$ cat src/rtl/dice_roll_ctrl.sv
// Dice-roll sequencer: arbitrates between the seven die buttons and the
// I2C application interface, runs the rolling BCD counter, times the roll
// (I2C) and the result display, and exposes a small register map.
module dice_roll_ctrl #(
  parameter logic [7:0] TIMEOUT_DEFAULT  = 8'd255,
  parameter logic [7:0] ROLL_LEN_DEFAULT = 8'd16
) (
  input  logic       clk,
  input  logic       rst,
  input  logic       tick,
  input  logic [6:0] btn,
  input  logic       i2c_wen,
  input  logic [7:0] i2c_addr,
  input  logic [7:0] i2c_wdata,
  input  logic       i2c_rdata_used,
  output logic [7:0] i2c_rdata,
  output logic [3:0] digit10,
  output logic [3:0] digit1,
  output logic       display_en,
  output logic       busy
);

  typedef enum logic [1:0] {IDLE, BTN_ROLL, I2C_ROLL, SHOW} state_t;

  state_t     state, state_nxt;
  logic [2:0] die, die_nxt;
  logic       src, src_nxt;
  logic       collision;
  logic [7:0] value, value_nxt;
  logic [7:0] cnt, cnt_nxt;
  logic [7:0] timeout_r;
  logic [7:0] roll_len_r;

  // Largest face of each die, as two BCD digits.
  function automatic logic [7:0] die_max(input logic [2:0] d);
    case (d)
      3'd0:    die_max = 8'h04;
      3'd1:    die_max = 8'h06;
      3'd2:    die_max = 8'h08;
      3'd3:    die_max = 8'h10;
      3'd4:    die_max = 8'h12;
      3'd5:    die_max = 8'h20;
      3'd6:    die_max = 8'h99;
      default: die_max = 8'h01;
    endcase
  endfunction

  // Smallest face: the percentile die starts at 00, all others at 01.
  function automatic logic [7:0] die_min(input logic [2:0] d);
    die_min = (d == 3'd6) ? 8'h00 : 8'h01;
  endfunction

  // One rolling step: BCD decrement, wrapping from min back to max.
  function automatic logic [7:0] roll_step(input logic [7:0] v, input logic [2:0] d);
    if (v == die_min(d))
      roll_step = die_max(d);
    else if (v[3:0] == 4'd0)
      roll_step = {v[7:4] - 4'd1, 4'd9};
    else
      roll_step = {v[7:4], v[3:0] - 4'd1};
  endfunction

  // Lowest-index pressed button selects the die.
  function automatic logic [2:0] first_set(input logic [6:0] b);
    first_set = 3'd0;
    for (int i = 6; i >= 0; i--)
      if (b[i]) first_set = i[2:0];
  endfunction

  logic btn_any, idle_like, wr_ctrl, i2c_start, i2c_accept, i2c_collide;

  assign btn_any     = |btn;
  assign idle_like   = (state == IDLE) || (state == SHOW);
  assign wr_ctrl     = i2c_wen && (i2c_addr == 8'h00);
  // Die code 7 is not a die; such a request is silently discarded.
  assign i2c_start   = wr_ctrl && i2c_wdata[7] && (i2c_wdata[2:0] != 3'd7);
  // Buttons always win: an I2C start only lands when no button is pressed.
  assign i2c_accept  = i2c_start && idle_like && !btn_any;
  assign i2c_collide = i2c_start && !i2c_accept;

  assign busy       = (state == BTN_ROLL) || (state == I2C_ROLL);
  assign display_en = (state == SHOW);
  assign digit10    = value[7:4];
  assign digit1     = value[3:0];

  // Next-state, rolling value and tick counter.
  always_comb begin
    state_nxt = state;
    die_nxt   = die;
    src_nxt   = src;
    value_nxt = value;
    cnt_nxt   = cnt;
    case (state)
      IDLE, SHOW: begin
        if (btn_any) begin
          state_nxt = BTN_ROLL;
          die_nxt   = first_set(btn);
          src_nxt   = 1'b0;
          value_nxt = die_max(first_set(btn));
        end else if (i2c_accept) begin
          state_nxt = I2C_ROLL;
          die_nxt   = i2c_wdata[2:0];
          src_nxt   = 1'b1;
          cnt_nxt   = roll_len_r;
          value_nxt = die_max(i2c_wdata[2:0]);
        end else if (state == SHOW && tick) begin
          if (cnt <= 8'd1) state_nxt = IDLE;
          else             cnt_nxt   = cnt - 8'd1;
        end
      end
      BTN_ROLL: begin
        if (btn[die]) begin
          value_nxt = roll_step(value, die);
        end else begin
          state_nxt = SHOW;
          cnt_nxt   = timeout_r;
        end
      end
      I2C_ROLL: begin
        if (tick && cnt <= 8'd1) begin
          state_nxt = SHOW;
          cnt_nxt   = timeout_r;
        end else begin
          value_nxt = roll_step(value, die);
          if (tick) cnt_nxt = cnt - 8'd1;
        end
      end
      default: state_nxt = IDLE;
    endcase
  end

  // State, die/source latch, value and counter registers.
  always_ff @(posedge clk or posedge rst) begin
    if (rst) begin
      state <= IDLE;
      die   <= 3'd0;
      src   <= 1'b0;
      value <= 8'h01;
      cnt   <= 8'd0;
    end else begin
      state <= state_nxt;
      die   <= die_nxt;
      src   <= src_nxt;
      value <= value_nxt;
      cnt   <= cnt_nxt;
    end
  end

  // Sticky collision flag; a new collision beats a same-cycle clear.
  always_ff @(posedge clk or posedge rst) begin
    if (rst)
      collision <= 1'b0;
    else if (i2c_collide)
      collision <= 1'b1;
    else if (i2c_rdata_used && i2c_addr == 8'h01)
      collision <= 1'b0;
  end

  // Host-writable timing registers.
  always_ff @(posedge clk or posedge rst) begin
    if (rst) begin
      timeout_r  <= TIMEOUT_DEFAULT;
      roll_len_r <= ROLL_LEN_DEFAULT;
    end else if (i2c_wen) begin
      if (i2c_addr == 8'h03) timeout_r  <= i2c_wdata;
      if (i2c_addr == 8'h04) roll_len_r <= i2c_wdata;
    end
  end

  // Register read mux.
  always_comb begin
    i2c_rdata = 8'h00;
    case (i2c_addr)
      8'h00:   i2c_rdata = {5'b0, die};
      8'h01:   i2c_rdata = {busy, display_en, src, collision, 1'b0, die};
      8'h02:   i2c_rdata = value;
      8'h03:   i2c_rdata = timeout_r;
      8'h04:   i2c_rdata = roll_len_r;
      default: i2c_rdata = 8'h00;
    endcase
  end

endmodule
$ cat config.mk
export PLATFORM = sky130hd
export DESIGN_NAME = dice_roll_ctrl
export DESIGN_NICKNAME = d
export VERILOG_FILES = /design/src/rtl/dice_roll_ctrl.sv
export SDC_FILE = /design/constraint.sdc
export NUM_CORES = 1
export LEC_CHECK = 0
export ABC_AREA = 1
export ABC_CLOCK_PERIOD_IN_PS = 3400
export CAP_MARGIN = 15
export CELL_PAD_IN_SITES_DETAIL_PLACEMENT = 1
export CELL_PAD_IN_SITES_GLOBAL_PLACEMENT = 1
export CORE_MARGIN = 8
export CORE_UTILIZATION = 42
export CTS_CLUSTER_DIAMETER = 120
export CTS_CLUSTER_SIZE = 10
export DETAILED_ROUTE_END_ITERATION = 10
export PLACE_DENSITY = 0.91
export SYNTH_ARGS = -nofsm -noshare
export SYNTH_HDL_FRONTEND = slang
export SYNTH_SLANG_ARGS = --single-unit
$ cat constraint.sdc
create_clock -name clk -period 3.4 [get_ports clk]
set_clock_uncertainty 0.15 [all_clocks]
set_input_delay 0.34 -clock clk [delete_from_list [all_inputs] [get_ports clk]]
set_output_delay 0.34 -clock clk [all_outputs]
set_load 0.01 [all_outputs]
Yosys cells after proc, flatten, opt, wreduce, memory -nomap -nowiden. Cells that the tools add are included.

Register bits: 39. Input bits: 28. Output and inout bits: 18.

Add/subtract/negate cells: 3. $lt $le $gt $ge: 2. Equality and inequality tests: 38. Mux-type cells: 44. Reduce and logical (&&, ||, !) cells: 29.

Operators by type and width (number): 8-bit one-hot mux with 7 select lines (3); 8-bit 2-to-1 mux (13); 8-bit one-hot mux with 3 select lines (2); 8-bit one-hot mux with 5 select lines (1); 3-bit 2-to-1 mux (11); 3-bit equality test (second input constant) (9); 3-bit by 2-bit equality test with 1-bit output (second input constant) (6); 8-bit by 2-bit equality test with 1-bit output (second input constant) (2); 2-bit 2-to-1 mux (6); 3-bit != test (second input constant) (4); 3-bit by 1-bit equality test with 1-bit output (second input constant) (3); 1-bit logical AND (9); 3-bit logical NOT (3); 8-bit by 1-bit equality test with 1-bit output (1); 8-bit by 1-bit equality test with 1-bit output (second input constant) (1); 8-bit by 3-bit equality test with 1-bit output (second input constant) (1); 8-bit by 1-bit less-or-equal comparator with 1-bit output (second input constant) (1); 8-bit logical NOT (1); 4-bit != test (second input constant) (2); 4-bit by 1-bit subtractor with 4-bit output (second input constant) (2); 8-bit by 1-bit subtractor with 8-bit output (second input constant) (1); 7-bit OR reduction (1); 1-bit 2-to-1 mux (6); 2-bit != test (second input constant) (3); other kinds (17) (24).

Longest topological paths before layout.
Word-level depth: 13. Gate-level depth with buffers: 14. Depth with buffers taken out: 14.

Least setup slack after synthesis. OpenSTA, ideal clock, no wires.

Kind: reg2reg. Start point: reg state[0]. End point: reg value[4]. Setup time: 118 ps. Arrival time: 1702 ps. Required time: 3132 ps. Slack: 1430 ps. Cell stages (with the launch flop): 10. Buffers on the path: 3. Cells stage by stage: dfrtp_1 -> inv_1 -> ha_1 -> buf_6 -> inv_1 -> buf_2 -> clkbuf_1 -> nand3_1 -> nand3_1 -> nand2_1.

Word-level cells in the longest chain between the ends: 6. Elaborated cells between the ends (all ways): 13.

RTL lines: start, declared (RTL line 25) `state_t state, state_nxt;`; start signal, assigned (RTL line 141) `state <= state_nxt;`; 2-bit equality test or 2-bit logical NOT (tied branches) (RTL line 73, 93); 1-bit logical OR (RTL line 73) `assign idle_like = (state == IDLE) || (state == SHOW);`; 1-bit logical AND (2 in a row) (RTL line 78) `assign i2c_accept = i2c_start && idle_like && !btn_any;`; 3-bit != test (no line); 3-bit AND reduction (no line); end signal, assigned (RTL line 144) `value <= value_nxt;`; end, declared (RTL line 29) `logic [7:0] value, value_nxt;`.

Parallel ways exist; a longest one is shown, timed or not. A chain may end at the register's enable or synchronous reset.

Worst setup path after layout.
Start point: in i2c_addr[7]. End point: out i2c_rdata[1].

Word-level cells in the longest chain between the ends: 2. Elaborated cells between the ends (all ways): 6.

RTL lines: start, declared (RTL line 13) `input logic [7:0] i2c_addr,`; 8-bit by 3-bit equality test with 1-bit output (tied with other cells) (RTL line 173) `case (i2c_addr)`; 8-bit one-hot mux with 5 select lines * (RTL line 173); end, declared (RTL line 16) `output logic [7:0] i2c_rdata,`.

Every way passes the cells marked *; elsewhere a longest branch is shown, timed or not.

==> impl_metrics.json <==
{
  "status": "completed",
  "finalCritPeriodShare_pct": 85.3,
  "antenna_found_initial": 0,
  "p_leak_nw": 1.94,
  "drc": 0,
  "netlist_area_um2": 3230,
  "max-cap-violations": 0,
  "worstMarginPinSlew_ps": 544,
  "rsz0062_at_grt": "no",
  "critical_path_arrival_ps": 2410,
  "hold_class": "input pin to async pin",
  "period_needed_ps": 2900,
  "place_congestion": 0.945,
  "fin_tns_setup_ps": 0,
  "clkPwrFrac_pct": 14.2,
  "final-hold-violation-count": 0,
  "max_freq_mhz": 345,
  "drt_iter0_drc": 181,
  "die_w_um": 104,
  "path_class": "input pin to primary output",
  "drtPass1Iterations": 8,
  "synth_most_common_cell": "nand2_1",
  "ant_nets": 0,
  "syn_avg_cell_area_um2": 6.48,
  "path_clk_slew_ps": 90,
  "yosys_warnings": 0,
  "p_switching_mw": 1.57,
  "drive_gt1_share_pct": 12.0,
  "synth_top_area_cell": "dfrtp_1",
  "hold-worst-slack_ps": 313,
  "gr-usage-all-layers_pct": 21.6,
  "cts_setup_buffers": 0,
  "internal_power_mw": 1.47,
  "synthTopCellsByCount": "nand2_1, inv_1, nand3_1, dfrtp_1, nor2_1",
  "dieArea_um2": 10800,
  "seqPwrFrac_pct": 25.2,
  "ctsHoldBuffers": 0,
  "h-tree-depth": 2,
  "antenna_cells": 0,
  "synth.distinct_cells": 33,
  "synth_nets": 534,
  "grt_max_degree": 40,
  "ys.flop_type": "dfrtp_1",
  "powerDensity_nw_per_um2": 778,
  "dpl_cell_area_um2": 3790,
  "io_pins": 46,
  "wl_per_cell_um": 17.4,
  "dr_total_vias": 3464,
  "p_sw_share_pct": 51.6,
  "fp-row-count": 32,
  "port_buffers": 45,
  "ys_seq_area_share_pct": 30.6,
  "initial_core_util_pct": 42.5,
  "vias_per_cell": 5.33,
  "grt_pass1_vias": 3831,
  "ctsResizeCount": 0,
  "nNetsFinal": 582,
  "cp_max_fo": 6,
  "critPathLaunchType": "input pin",
  "die_h_um": 104,
  "grt_pass1_wl_mm": 19.3,
  "ir_worst_vdd_uv": 271,
  "crit_required_ps": 2910,
  "fin_area_um2": 3910,
  "synth_cells": 499,
  "setup_viol": 0,
  "relSlewSlack_pct": 63.8,
  "synth-edff-count": 0,
  "worstSkewPairLatency_ps": 310,
  "cts_sinks": 39,
  "coreArea_um2": 7610,
  "slew_viol_final": 0,
  "drt-total-wl_mm": 11.3,
  "yosys.area.top_type_share_pct": 22.4,
  "hpwl_mm": 8.75,
  "overflow": 0,
  "cts_root_buffer": "clkbuf_8",
  "async_reset_ff_share_pct": 100,
  "tritoncts": "built",
  "ys_ff_latch": 39,
  "cts_buffers": 5,
  "area_delta_synth_final_pct": 20.9,
  "ys_top_cells_by_area": "dfrtp_1, nand2_1, dfstp_2",
  "pwr-share-comb_pct": 60.6,
  "end_kind": "primary output",
  "clk_path_buf_depth": 2
}
## routing by layer
metal / track usage, % / vias up / part of all wire (%)
met5: 0 / - / 0
met4: 8.27 / 0 / 2.5
met3: 3.78 / 23 / 4.2
met2: 37.0 / 80 / 49
met1: 26.3 / 1671 / 44
li1: - / 1690 / -
## cells by family after synthesis
logic type,count (synthesis),synth area share [%]
AND/OR/NAND/NOR,314,45.1
buffers and inverters,78,9.75
AO/OA/AOI/OAI,54,9.94
flip-flops,39,30.6
XOR/XNOR,7,1.90
adder cells (fa/ha/maj),7,2.71
## flip-flops by register name (all words and copies together) (netlist names)
name        cells
collision       1
src             1
cnt             8
value           8
roll_len_r      8
state           2
timeout_r       8
die             3
## worst paths after layout
check / startpoint / endpoint / slack, ps / depth (start not counted)
max in group asynchronous: rst / cnt[1]$_DFFE_PP0P_ / 2410 / 3
min in group clk: roll_len_r[0]$_DFFE_PP0P_ / roll_len_r[0]$_DFFE_PP0P_ / 350 / 2
hold / removal: rst / roll_len_r[6]$_DFFE_PP0P_ / 310 / 3
setup reg to reg: state[0]$_DFFE_PP0P_ / cnt[6]$_DFFE_PP0P_ / 970 / 9
hold reg to reg: roll_len_r[0]$_DFFE_PP0P_ / roll_len_r[0]$_DFFE_PP0P_ / 350 / 2
setup / recovery: i2c_addr[7] / i2c_rdata[1] / 500 / 9
## critical path, stage by stage
cell and delay [ps]:
clkdlybuf4s50_1 400, nor2_1 100, nand2_1 190, inv_1 160
nand4_1 250, nand2_1 240, nand2_1 70, o2111ai_1 90
clkdlybuf4s50_1 570
## layout by cell type, fill, tap and decap left out, drive strengths merged, types with 4 or more instances in the layout
cell type      instances
nand4                 13
nor3                   6
o21ai                 35
clkdlybuf4s50         45
a21oi                  5
ha                     7
nor2                  39
o211ai                 4
dfstp                 10
nand2                203
o2111ai                7
buf                    4
nand3                 52
dfrtp                 29
xor2                   5
clkbuf                 5
inv                   71
## through the flow
step                total power [mW]  worst slack, ps  std cells  util (%)
detailed placement              2.60              547        642      49.9
finish                          3.04              500        650      51.4
CTS                             3.04              515        650      51.4
floorplan                       2.05             1430        499         -
global route                    3.33              327        650      51.4
global placement                2.51              648        642      49.9
## power groups by stage
stage | combinational (mW) | sequential [mW] | clock [mW]
after detailed placement | 1.83 | 0.770 | 0
after global routing | 2.10 | 0.783 | 0.449
after CTS | 1.85 | 0.762 | 0.430
after global placement | 1.75 | 0.766 | 0
after floorplan | 1.34 | 0.711 | 0
final | 1.84 | 0.766 | 0.432
## layout make-up
class / instances / area [um2]
fill: 1046 / 3700
multi-input combinational: 382 / 1930
sequential: 39 / 988
timing repair buffer: 49 / 480
inverter: 70 / 265
tap: 102 / 128
clock buffer: 5 / 68.8
clock inverter: 3 / 47.5
Power figures use the tool's default switching activity.
